File: src/rtl/typedefs_v2.sv
// Shared VeriRISC types: opcodes, controller phases, strobe bundle and the
// controller's internal state encoding.
package typedefs_v2;

  typedef enum logic [2:0] {
    HLT = 3'd0,
    SKZ = 3'd1,
    ADD = 3'd2,
    AND = 3'd3,
    XOR = 3'd4,
    LDA = 3'd5,
    STO = 3'd6,
    JMP = 3'd7
  } opcode_t;

  typedef enum logic [2:0] {
    INST_ADDR  = 3'd0,
    INST_FETCH = 3'd1,
    INST_LOAD  = 3'd2,
    IDLE       = 3'd3,
    OP_ADDR    = 3'd4,
    OP_FETCH   = 3'd5,
    ALU_OP     = 3'd6,
    STORE      = 3'd7
  } ctrl_phase_t;

  typedef struct packed {
    logic mem_rd;
    logic load_ir;
    logic inc_pc;
    logic load_ac;
    logic load_pc;
    logic mem_wr;
    logic halt;
  } ctrl_strobe_t;

  // Low three bits of the eight sequencing states equal their phase code.
  typedef enum logic [3:0] {
    ST_INST_ADDR  = 4'd0,
    ST_INST_FETCH = 4'd1,
    ST_INST_LOAD  = 4'd2,
    ST_IDLE       = 4'd3,
    ST_OP_ADDR    = 4'd4,
    ST_OP_FETCH   = 4'd5,
    ST_ALU_OP     = 4'd6,
    ST_STORE      = 4'd7,
    ST_HALTED     = 4'd8,
    ST_STEP_WAIT  = 4'd9
  } ctrl_state_t;

  function automatic logic is_aluop(input opcode_t op);
    return (op == ADD) || (op == AND) || (op == XOR) || (op == LDA);
  endfunction

endpackage

File: src/rtl/veririsc_ctrl_decode.sv
// Combinational strobe decode from the current phase, opcode and ALU zero flag.
module veririsc_ctrl_decode
  import typedefs_v2::*;
(
  input  ctrl_phase_t  phase,
  input  opcode_t      opcode,
  input  logic         zero,
  output ctrl_strobe_t strobes
);

  logic aluop;

  assign aluop = is_aluop(opcode);

  always_comb begin
    strobes = '0;
    case (phase)
      INST_FETCH: strobes.mem_rd = 1'b1;
      INST_LOAD, IDLE: begin
        strobes.mem_rd  = 1'b1;
        strobes.load_ir = 1'b1;
      end
      OP_ADDR: begin
        strobes.inc_pc = 1'b1;
        strobes.halt   = (opcode == HLT);
      end
      OP_FETCH: strobes.mem_rd = aluop;
      ALU_OP: begin
        strobes.mem_rd  = aluop;
        strobes.load_ac = aluop;
        strobes.inc_pc  = (opcode == SKZ) && zero;
        strobes.load_pc = (opcode == JMP);
      end
      STORE: begin
        strobes.mem_rd  = aluop;
        strobes.load_ac = aluop;
        strobes.inc_pc  = (opcode == JMP);
        strobes.load_pc = (opcode == JMP);
        strobes.mem_wr  = (opcode == STO);
      end
      default: strobes = '0;
    endcase
  end

endmodule

File: src/rtl/veririsc_ctrl.sv
// VeriRISC instruction sequencer: 8-phase FSM plus HALTED and, when
// VERIRISC_CTRL_STEP_EN is defined, a STEP_WAIT single-step state after STORE.
module veririsc_ctrl
  import typedefs_v2::*;
#(
  parameter bit HALT_STICKY = 1'b1
) (
  input  logic       clk,
  input  logic       rst,
  input  logic       en,
  input  logic [2:0] opcode,
`ifdef VERIRISC_CTRL_STEP_EN
  input  logic       step,
`endif
  input  logic       zero,
  output logic       mem_rd,
  output logic       load_ir,
  output logic       inc_pc,
  output logic       load_ac,
  output logic       load_pc,
  output logic       mem_wr,
  output logic       halt,
  output logic [2:0] phase,
  output logic       instr_done
);

  ctrl_state_t  state, state_next;
  ctrl_phase_t  cur_phase;
  opcode_t      op;
  ctrl_strobe_t dec_strobes, strobes;

  assign op = opcode_t'(opcode);

  // HALTED reports the OP_ADDR code; STEP_WAIT keeps reporting STORE.
  assign cur_phase = (state == ST_HALTED)    ? OP_ADDR :
                     (state == ST_STEP_WAIT) ? STORE   :
                     ctrl_phase_t'(state[2:0]);

  veririsc_ctrl_decode u_decode (
    .phase   (cur_phase),
    .opcode  (op),
    .zero    (zero),
    .strobes (dec_strobes)
  );

  always_ff @(posedge clk or posedge rst) begin
    if (rst) state <= ST_INST_ADDR;
    else     state <= state_next;
  end

  always_comb begin
    state_next = state;
    strobes    = '0;
    instr_done = 1'b0;
    case (state)
      ST_HALTED: strobes.halt = 1'b1;
`ifdef VERIRISC_CTRL_STEP_EN
      ST_STEP_WAIT: begin
        if (en && step) state_next = ST_INST_ADDR;
      end
`endif
      default: begin
        if (en) begin
          strobes    = dec_strobes;
          instr_done = (cur_phase == STORE);
          if (cur_phase == OP_ADDR && op == HLT && HALT_STICKY) begin
            state_next = ST_HALTED;
          end else if (cur_phase == STORE) begin
`ifdef VERIRISC_CTRL_STEP_EN
            state_next = ST_STEP_WAIT;
`else
            state_next = ST_INST_ADDR;
`endif
          end else begin
            state_next = ctrl_state_t'({1'b0, 3'(cur_phase + 3'd1)});
          end
        end
      end
    endcase
  end

  assign mem_rd  = strobes.mem_rd;
  assign load_ir = strobes.load_ir;
  assign inc_pc  = strobes.inc_pc;
  assign load_ac = strobes.load_ac;
  assign load_pc = strobes.load_pc;
  assign mem_wr  = strobes.mem_wr;
  assign halt    = strobes.halt;
  assign phase   = cur_phase;

endmodule

File: config.mk
export PLATFORM = sky130hd
export DESIGN_NAME = veririsc_ctrl
export DESIGN_NICKNAME = d
export VERILOG_FILES = /design/src/rtl/typedefs_v2.sv /design/src/rtl/veririsc_ctrl_decode.sv /design/src/rtl/veririsc_ctrl.sv
export SDC_FILE = /design/constraint.sdc
export NUM_CORES = 1
export LEC_CHECK = 0
export ABC_CLOCK_PERIOD_IN_PS = 4300
export CELL_PAD_IN_SITES_DETAIL_PLACEMENT = 1
export CELL_PAD_IN_SITES_GLOBAL_PLACEMENT = 1
export CORE_UTILIZATION = 33
export CTS_BUF_LIST = sky130_fd_sc_hd__clkbuf_2
export DETAILED_ROUTE_END_ITERATION = 6
export PLACE_DENSITY = 0.91
export SLEW_MARGIN = 20
export SYNTH_ARGS = -nofsm -noshare
export SYNTH_HDL_FRONTEND = slang
export SYNTH_HIERARCHICAL = 1
export SYNTH_SLANG_ARGS = --single-unit
File: constraint.sdc
create_clock -name clk -period 4.3 [get_ports clk]
set_input_delay 0.86 -clock clk [delete_from_list [all_inputs] [get_ports clk]]
set_output_delay 0.86 -clock clk [all_outputs]
set_load 0.03 [all_outputs]
# ---- Word level (Yosys, flattened, before mapping)
# Index checks and enable logic that the tools add are counted.
dict set report totals {
  ff_bits 4
  output_inout_bits 11
  word_cells 45
}
dict set report op_classes {
  add_sub_neg 1
  n_eq_ne 16
  mux 15
  n_bitwise 1
  reduce_logical 11
}
# cell count
set ops {}
lappend ops {{$eq A3 B3 Y1 const B} 8}
lappend ops {{$eq A3 B2 Y1 const B} 4}
lappend ops {{$mux W3} 3}
lappend ops {{$eq A4 B4 Y1 const B} 2}
lappend ops {{$mux W7} 1}
lappend ops {{$eq A3 B1 Y1 const B} 2}
lappend ops {{$mux W1} 6}
lappend ops {{$mux W6} 1}
lappend ops {{$reduce_or A3 Y1} 2}
lappend ops {{$mux W4} 1}
lappend ops {{$reduce_or A2 Y1} 2}
lappend ops {{$add A3 B1 Y3 const B} 1}
lappend ops {{$logic_not A3 Y1} 1}
lappend ops {{$logic_or A1 B1 Y1} 3}
lappend ops {{$pmux W1 S3} 1}
lappend ops {{$logic_and A1 B1 Y1} 2}
lappend ops {{$mux W2} 1}
lappend ops {{$pmux W1 S2} 1}
lappend ops {{$reduce_and A2 Y1} 1}
lappend ops {{$not A1 Y1} 1}

# ---- Depth between registers and ports, before layout
# Gate-level depths: netlist of the first run.
dict set report depth {
  word_depth 8
  ltp_mapped 6
  mapped_depth_nobuf 6
}

# ---- By module
# Netlist of the first run, hierarchy kept.
# mod n_inst cells_per_inst area_each_um2 seq_area_each_um2
set by_module_without_submodules {}
lappend by_module_without_submodules {veririsc_ctrl 1 36 356.6 100.1}
lappend by_module_without_submodules {veririsc_ctrl_decode 1 16 93.8 0.0}

# ---- Worst setup path after synthesis of the first run
# OpenSTA, ideal clock, no wires.
dict set report synth_path {
  path_type {register -> output}
  startpoint {register state[0]}
  endpoint {output port inc_pc}
  t_arrival_ns 2.254
  path_slack_ns 1.186
  path_stages_with_launch 6
  path_buffers 1
  path_cell_list {dfrtp_1 > dlygate4sd3_1 > or4b_1 > a21oi_1 > o21a_1 > and3b_1}
}
# element line
set synth_rtl {}
lappend synth_rtl {{start, declared} veririsc_ctrl.sv:27} ;# ctrl_state_t state, state_next;
lappend synth_rtl {{start signal, assigned} veririsc_ctrl.sv:48} ;# else state <= state_next;
lappend synth_rtl {{end, declared} veririsc_ctrl.sv:18} ;# output logic inc_pc,

==> results of run 1 <==
-- power by group --
part	switching, mW	internal [mW]	total, mW
clock network	0.0142	0.0188	0.0329
logic	0.131	0.105	0.236
registers	0.0311	0.0535	0.0846
total	0.177	0.177	0.354
-- layout by cell type (no fill, tap or decap) --
| cell type | instances |
|---|---|
| nor4b_1 | 1 |
| a311o_2 | 1 |
| nand2_1 | 2 |
| o311ai_0 | 1 |
| ha_1 | 2 |
| dfrtp_1 | 4 |
| nor4b_2 | 1 |
| clkdlybuf4s50_1 | 17 |
| a21o_2 | 2 |
| nor3b_1 | 1 |
| nand3b_1 | 1 |
| clkbuf_2 | 3 |
| o22ai_1 | 1 |
| or2b_1 | 1 |
| nand4_1 | 2 |
| and4_1 | 1 |
| and3b_1 | 7 |
| nor2_1 | 5 |
| or4b_1 | 1 |
| nor2b_1 | 2 |
| a21o_1 | 1 |
| a21oi_1 | 2 |
| a311oi_1 | 1 |
| mux2i_1 | 1 |
| xnor2_1 | 1 |
| nand2b_1 | 1 |
| inv_1 | 3 |
| o21a_1 | 1 |
| and2b_1 | 1 |
-- area by class of cell --
cell class	count	area share (%)
multi-input combinational	41	49.90
timing repair buffer	17	27.15
sequential	4	15.97
tap	14	2.794
clock buffer	3	2.395
inverter	3	1.796
-- metrics by stage --
stage / utilization (%) / setup slack, ps
2_1_floorplan: - / 1186
3_3_place_gp: 51.58 / 465.5
3_5_place_dp: 51.58 / 395.4
4_1_cts: 52.85 / 388.1
5_1_grt: 52.85 / 349.3
6_report: 52.85 / 400.7
-- worst paths after layout --
check / slack (ps) / start / endpoint
max: 400 / opcode[1] / inc_pc
min: 660 / state[1]$_DFFE_PP0P_ / state[1]$_DFFE_PP0P_
max reg2reg: 2570 / state[2]$_DFFE_PP0P_ / state[2]$_DFFE_PP0P_
min reg2reg: 660 / state[1]$_DFFE_PP0P_ / state[1]$_DFFE_PP0P_
max in group asynchronous: 3300 / rst / state[0]$_DFFE_PP0P_
min in group asynchronous: 850 / rst / state[1]$_DFFE_PP0P_
-- kinds of logic (layout without fill, tap and decap cells) --
kind of cell               Yosys count  count (layout)  share of synthesized area [%]
and+or+nand+nor                     27              27                          42.50
adders and majority gates            2               2                          5.555
muxes                                1               1                          2.222
DFF                                  4               4                          22.22
buffers and inverters                7              23                          8.332
xor gates and xnor gates             1               1                          1.945
AOI/OAI and AO/OA                   10              10                          17.23
-- routing by layer --
layer  part of all wire (%)  up-vias
met2                     49       11
met5                      0        -
met3                    3.1        2
met1                     47      220
li1                       -      224
met4                    1.3        0
-- worst max-delay path: cells and delay by family --
family | cells | cell delay, ps
AO/OA/AOI/OAI | 2 | 270
buffers and inverters | 2 | 1200
AND/OR/NAND/NOR | 2 | 710
==> run summary, run 1 <==
## Clock network
• CTS Sinks: 4
• post-cts resize count: 0
• hold-fix buffer count after cts: 0
• clock slew at the register clock pins of the worst setup and hold paths: 40 ps
• H-tree depth reported by CTS: 1
• Post-CTS Setup Bufs: 0
• CTS Buffer Depth: 2
• clock tree root buffer cell: clkbuf_2
• Clock Latency Late Sink: 200 ps
• clock buffers created by TritonCTS: 3
• clock tree from TritonCTS: built

## Cells and area
• post-route non-filler standard cell count: 82
• share of cells above drive strength 1: 10.29%
• area growth from synthesis to layout: 39.17%
• count of fill cells added during filler insertion: 144
• registers with the highest flip-flop counts: state (4)
• Nets: 79
• Largest Register: state
• Layout Cell Area excl Fill: 626.9 um2
• flip-flop count of the largest register after layout: 4
• Sequential Area: 100.1 um2
• Inserted Diodes: 0
• multi-input gate area in the final layout: 312.8 um2

## Routing
• average wire length per cell after detail routing: 15.10 um
• Post-DRT Antenna Nets: 0
• wire length reported by the detailed router: 1.238 mm
• Iter 0 DRT Violations: 4
• per-cell via count in the routed design: 5.573
• number of remaining DRC errors: 0
• drt pass-1 iters: 2
• vias after detailed routing: 457

## Timing
• count of endpoints failing setup in the final report: 0
• RSZ-0062 raised after global routing: false
• top achievable clock speed: 0.2565 GHz
• worst clock skew: 3.194 ps
• Final Cycle Share: 90.68%
• number of slew-limit violations in the final report: 0
• worst hold slack: 659.6 ps
• Tmin final: 3899 ps
• Max-slew headroom: 46.66%
• number of endpoints with negative hold slack in the final report: 0
• slew at the pin with the worst max-slew slack: 798.0 ps
• Post-Route Setup TNS: 0 ps

## Global route
• wire length of the first global-routing pass: 1.980 mm
• met2 Use GR: 32.08%
• via count of the first global-routing pass: 446
• Tot GR Track Use: 19.12%
• met1 Track Usage GR: 23.26%
• pin count of the biggest net entering global routing: 18
• met3 track utilization from global routing: 4.046%
• initial antenna violation count: 0
• global route total overflow: 0
• most used routing layer: met2

## Worst setup path
• Worst Setup Path Type: in2out
• data arrival time of the critical path: 3040 ps
• Slowest-stage cell, CP: clkdlybuf4s50_1
• worst endpoint required time: 3440 ps
• Worst Reg2Reg Path Length in Cells: 6
• element type at the critical path start: input pin
• chain of cells forming the critical path: clkdlybuf4s50_1 -> or4b_1 -> a21oi_1 -> o21a_1 -> and3b_1 -> clkdlybuf4s50_1
• largest fanout on the critical path: 6
• biggest cell delay along the critical path: 680 ps
• most prevalent standard cell on the critical path: clkdlybuf4s50_1
• category of the worst setup path capture point: primary output

## Job
• max_cap viols: 0

## Placement
• number of buffers added on ports: 17
• post-placement cell area: 611.8 um2
• Final Wtd Congestion: 0.8091
• detailed placement HPWL: 950.7 um
• total placed cells including tap cells: 79

## Logic synthesis
• synthesized area: 450.4 um2
• EDFF count, synth: 0
• top cells by area in the synthesized netlist: dfrtp_1, and3b_1, ha_1, nor2_1, a21o_2
• most instantiated cells after synthesis: and3b_1, nor2_1, dfrtp_1, inv_1
• Post-Synthesis Net Count: 61
• cell count after synthesis: 52
• Top FF cell, synth: dfrtp_1
• area fraction of the dominant cell type after synthesis: 22.22%
• flops & latches, synth: 4
• post-synthesis cell type with the largest combined area: dfrtp_1
• Seq/Total Area, Yosys: 22.22%
• Post-synth ARST share: 100.0%
• mean post-synth cell area: 8.662 um2
• count leader, synth: and3b_1
• unique cell type count in the Yosys netlist: 31
• Ys Warns: 6

## Floorplan
• height of the chip: 38.95 um
• IO Pins: 18
• core footprint: 0.001186 mm2
• Total Die Area: 0.001517 mm2
• DIE WIDTH: 38.95 um
• starting utilization of the core area: 37.97%
• num rows: 12

## Power and ir drop
• pwr/cell area: 564.8 mW/mm2
• Peak supply drop: 0.3153 mV
• Tot Pwr: 354.0 uW
• Leakage: 0.2850 nW

## Run status
• run status: complete, no violations

## Hold path
• number of cells traversed by the worst hold path: 2
• path category of the worst min-delay check: reg2reg

(Power assumes the default switching activity.)
==> inputs of run 2 (changes only) <==
Settings changed: ABC_CLOCK_PERIOD_IN_PS 4300 to 3700, CORE_UTILIZATION 33 to 31, PLACE_DENSITY 0.91 to 0.87.
Clock period 4.3 ns to 3.7 ns, I/O delays scaled along.
==> run 2 against run 1 <==
Flip-flop and latch count unchanged. Sequential share of layout area fell by 0.58 points. Non-clock buffer count increased by 3. Via count up 4.6%. Critical path depth stayed put. Clock-buffer cell count stayed put.
==> run summary, run 2 (synthesis gave the netlist of run 1 again) <==
## Run status
• run status: complete, no violations

## Cells and area
• area growth from synthesis to layout: 44.44%
• flip-flop count of the largest register after layout: 4, unchanged
• Layout Cell Area excl Fill: 650.6 um2, +3.8%
• Largest Register: state
• share of cells above drive strength 1: 14.08%, +3.8 points
• Nets: 82, +3.8%
• most frequent cells in the layout: clkdlybuf4s50_1, and3b_1, nor2_1, dfrtp_1
• final core utilization: 48.78%, -4.1 points
• registers with the highest flip-flop counts: state (4)
• Inserted Diodes: 0, unchanged
• leading cell type in the layout, fill and taps excluded: clkdlybuf4s50_1

## Power and ir drop
• Peak supply drop: 0.3253 mV, +3.2%
• pwr/cell area: 635.1 mW/mm2, +12%
• Leakage: 0.3001 nW, +5.3%

## Timing
• count of endpoints failing setup in the final report: 0, unchanged
• number of endpoints with negative hold slack in the final report: 0, unchanged
• final setup margin: 201.8 ps, -198.9 ps
• worst clock skew: 5.316 ps, +2.122 ps
• RSZ-0062 raised after global routing: false
• slew at the pin with the worst max-slew slack: 602.7 ps, -195.3 ps
• top achievable clock speed: 0.2859 GHz
• Post-Route Setup TNS: 0 ps, unchanged
• Tmin final: 3498 ps
• worst hold slack: 682.7 ps, +23.14 ps
• number of slew-limit violations in the final report: 0, unchanged
• Max-slew headroom: 59.26%, +13 points
• Final Cycle Share: 94.54%

## Placement
• Final Wtd Congestion: 0.8068, -0.28%
• detailed placement HPWL: 934.1 um, -1.7%
• pre-CTS setup slack: 185.3 ps, -210.1 ps
• number of buffers added on ports: 17, unchanged
• post-placement cell area: 635.6 um2, +3.9%

## Clock network
• CTS Buffer Depth: 2, unchanged
• CTS Sinks: 4, unchanged
• hold-fix buffer count after cts: 0, unchanged
• clock tree root buffer cell: clkbuf_2
• H-tree depth reported by CTS: 1, unchanged
• clock buffers created by TritonCTS: 3, unchanged
• clock slew at the register clock pins of the worst setup and hold paths: 40 ps, about the same
• Clock Latency Late Sink: 210 ps, about the same
• post-cts resize count: 0, unchanged
• Post-CTS Setup Bufs: 0, unchanged
• clock tree from TritonCTS: built

## Routing
• number of remaining DRC errors: 0, unchanged
• vias after detailed routing: 478, +4.6%
• Iter 0 DRT Violations: 7, +3
• per-cell via count in the routed design: 5.558, -0.27%
• average wire length per cell after detail routing: 14.08 um, -6.7%
• drt pass-1 iters: 4, +2
• Post-DRT Antenna Nets: 0, unchanged
• wire length reported by the detailed router: 1.211 mm, -2.2%

## Hold path
• Hold Startpoint: state[1]$_DFFE_PP0P_
• path category of the worst min-delay check: reg2reg

## Global route
• Tot GR Track Use: 18.78%, -0.34 points
• via count of the first global-routing pass: 418, -6.3%
• initial antenna violation count: 0, unchanged
• pin count of the biggest net entering global routing: 18, unchanged
• global route total overflow: 0, unchanged
• wire length of the first global-routing pass: 1.918 mm, -3.1%

## Floorplan
• Total Die Area: 0.001610 mm2, +6.1%
• starting utilization of the core area: 33.77%, -4.2 points
• core footprint: 0.001334 mm2, +12%
• height of the chip: 40.12 um, +3.0%
• IO Pins: 18, unchanged
• num rows: 13, +1
• DIE WIDTH: 40.12 um, +3.0%

## Worst setup path
• largest fanout on the critical path: 2, -4
• critical register-to-register path startpoint: state[2]$_DFFE_PP0P_
• critical register-to-register path endpoint: state[2]$_DFFE_PP0P_
• Worst setup startpoint: opcode[1]
• flop-to-flop setup slack: 1960 ps, -610 ps
• Worst Reg2Reg Path Length in Cells: 6, unchanged
• Worst Setup Path Type: in2out
• element type at the critical path start: input pin
• worst endpoint required time: 2960 ps, -480 ps
• worst setup path end: inc_pc
• category of the worst setup path capture point: primary output
• data arrival time of the critical path: 2760 ps, -280 ps

## Job
• max_cap viols: 0, unchanged

run 2: cell types whose count changed in the layout (fill, tap and decap cells not counted):
cell	change
buf_4	+3
run 2: layer usage:
layer	vias to the layer above	share of wire [%]	wire, um	GRT usage, %
li1	231	-	-	-
met1	236	46	552	24.33
met2	9	51	612	27.82
met3	2	2.1	25	3.333
met4	0	1.7	21	12.93
met5	-	0	0	0
run 2: how the worst min path moves through the flow:
stage | endpoint | slack (ps) | depth (start not counted)
2_1_floorplan | state[0]$_DFFE_PP0P_ | 510 | 1
3_3_place_gp | state[3]$_DFFE_PP0P_ | 640 | 2
3_5_place_dp | state[1]$_DFFE_PP0P_ | 670 | 2
4_1_cts | state[1]$_DFFE_PP0P_ | 690 | 2
5_1_grt | state[1]$_DFFE_PP0P_ | 710 | 2
6_report | state[1]$_DFFE_PP0P_ | 680 | 2
run 2: where the power goes:
part	switching (mW)	total, mW	internal (mW)
registers	0.0355	0.0977	0.0622
logic	0.152	0.275	0.124
clock network	0.0184	0.0402	0.0218
total	0.206	0.413	0.208
run 2: metrics by stage:
step	power (mW)	cells
final	0.4132	86
after global routing	0.4504	86
after CTS	0.4193	86
after detailed placement	0.3750	83
after global placement	0.3663	83
after floorplan	0.2772	52
run 2: layout make-up:
| cell class | instances | area, um2 |
|---|---|---|
| clock buffers | 3 | 15.01 |
| well taps | 15 | 18.77 |
| flip-flops and latches | 4 | 100.1 |
| inverters | 3 | 11.26 |
| fillers | 172 | 683.2 |
| repair buffers | 20 | 192.7 |
| multi-input cells | 41 | 312.8 |
run 2: worst max-delay path, stage by stage:
cell and delay [ps]:
clkdlybuf4s50_1 420, or4b_1 530, a21oi_1 160, o21a_1 110
and3b_1 140, clkdlybuf4s50_1 660
==> inputs of run 3 (changes only) <==
Settings changed: SLEW_MARGIN 20 to unset.
==> results of run 3 <==
No change in the layout: final DEF, timing and power equal those of run 2.
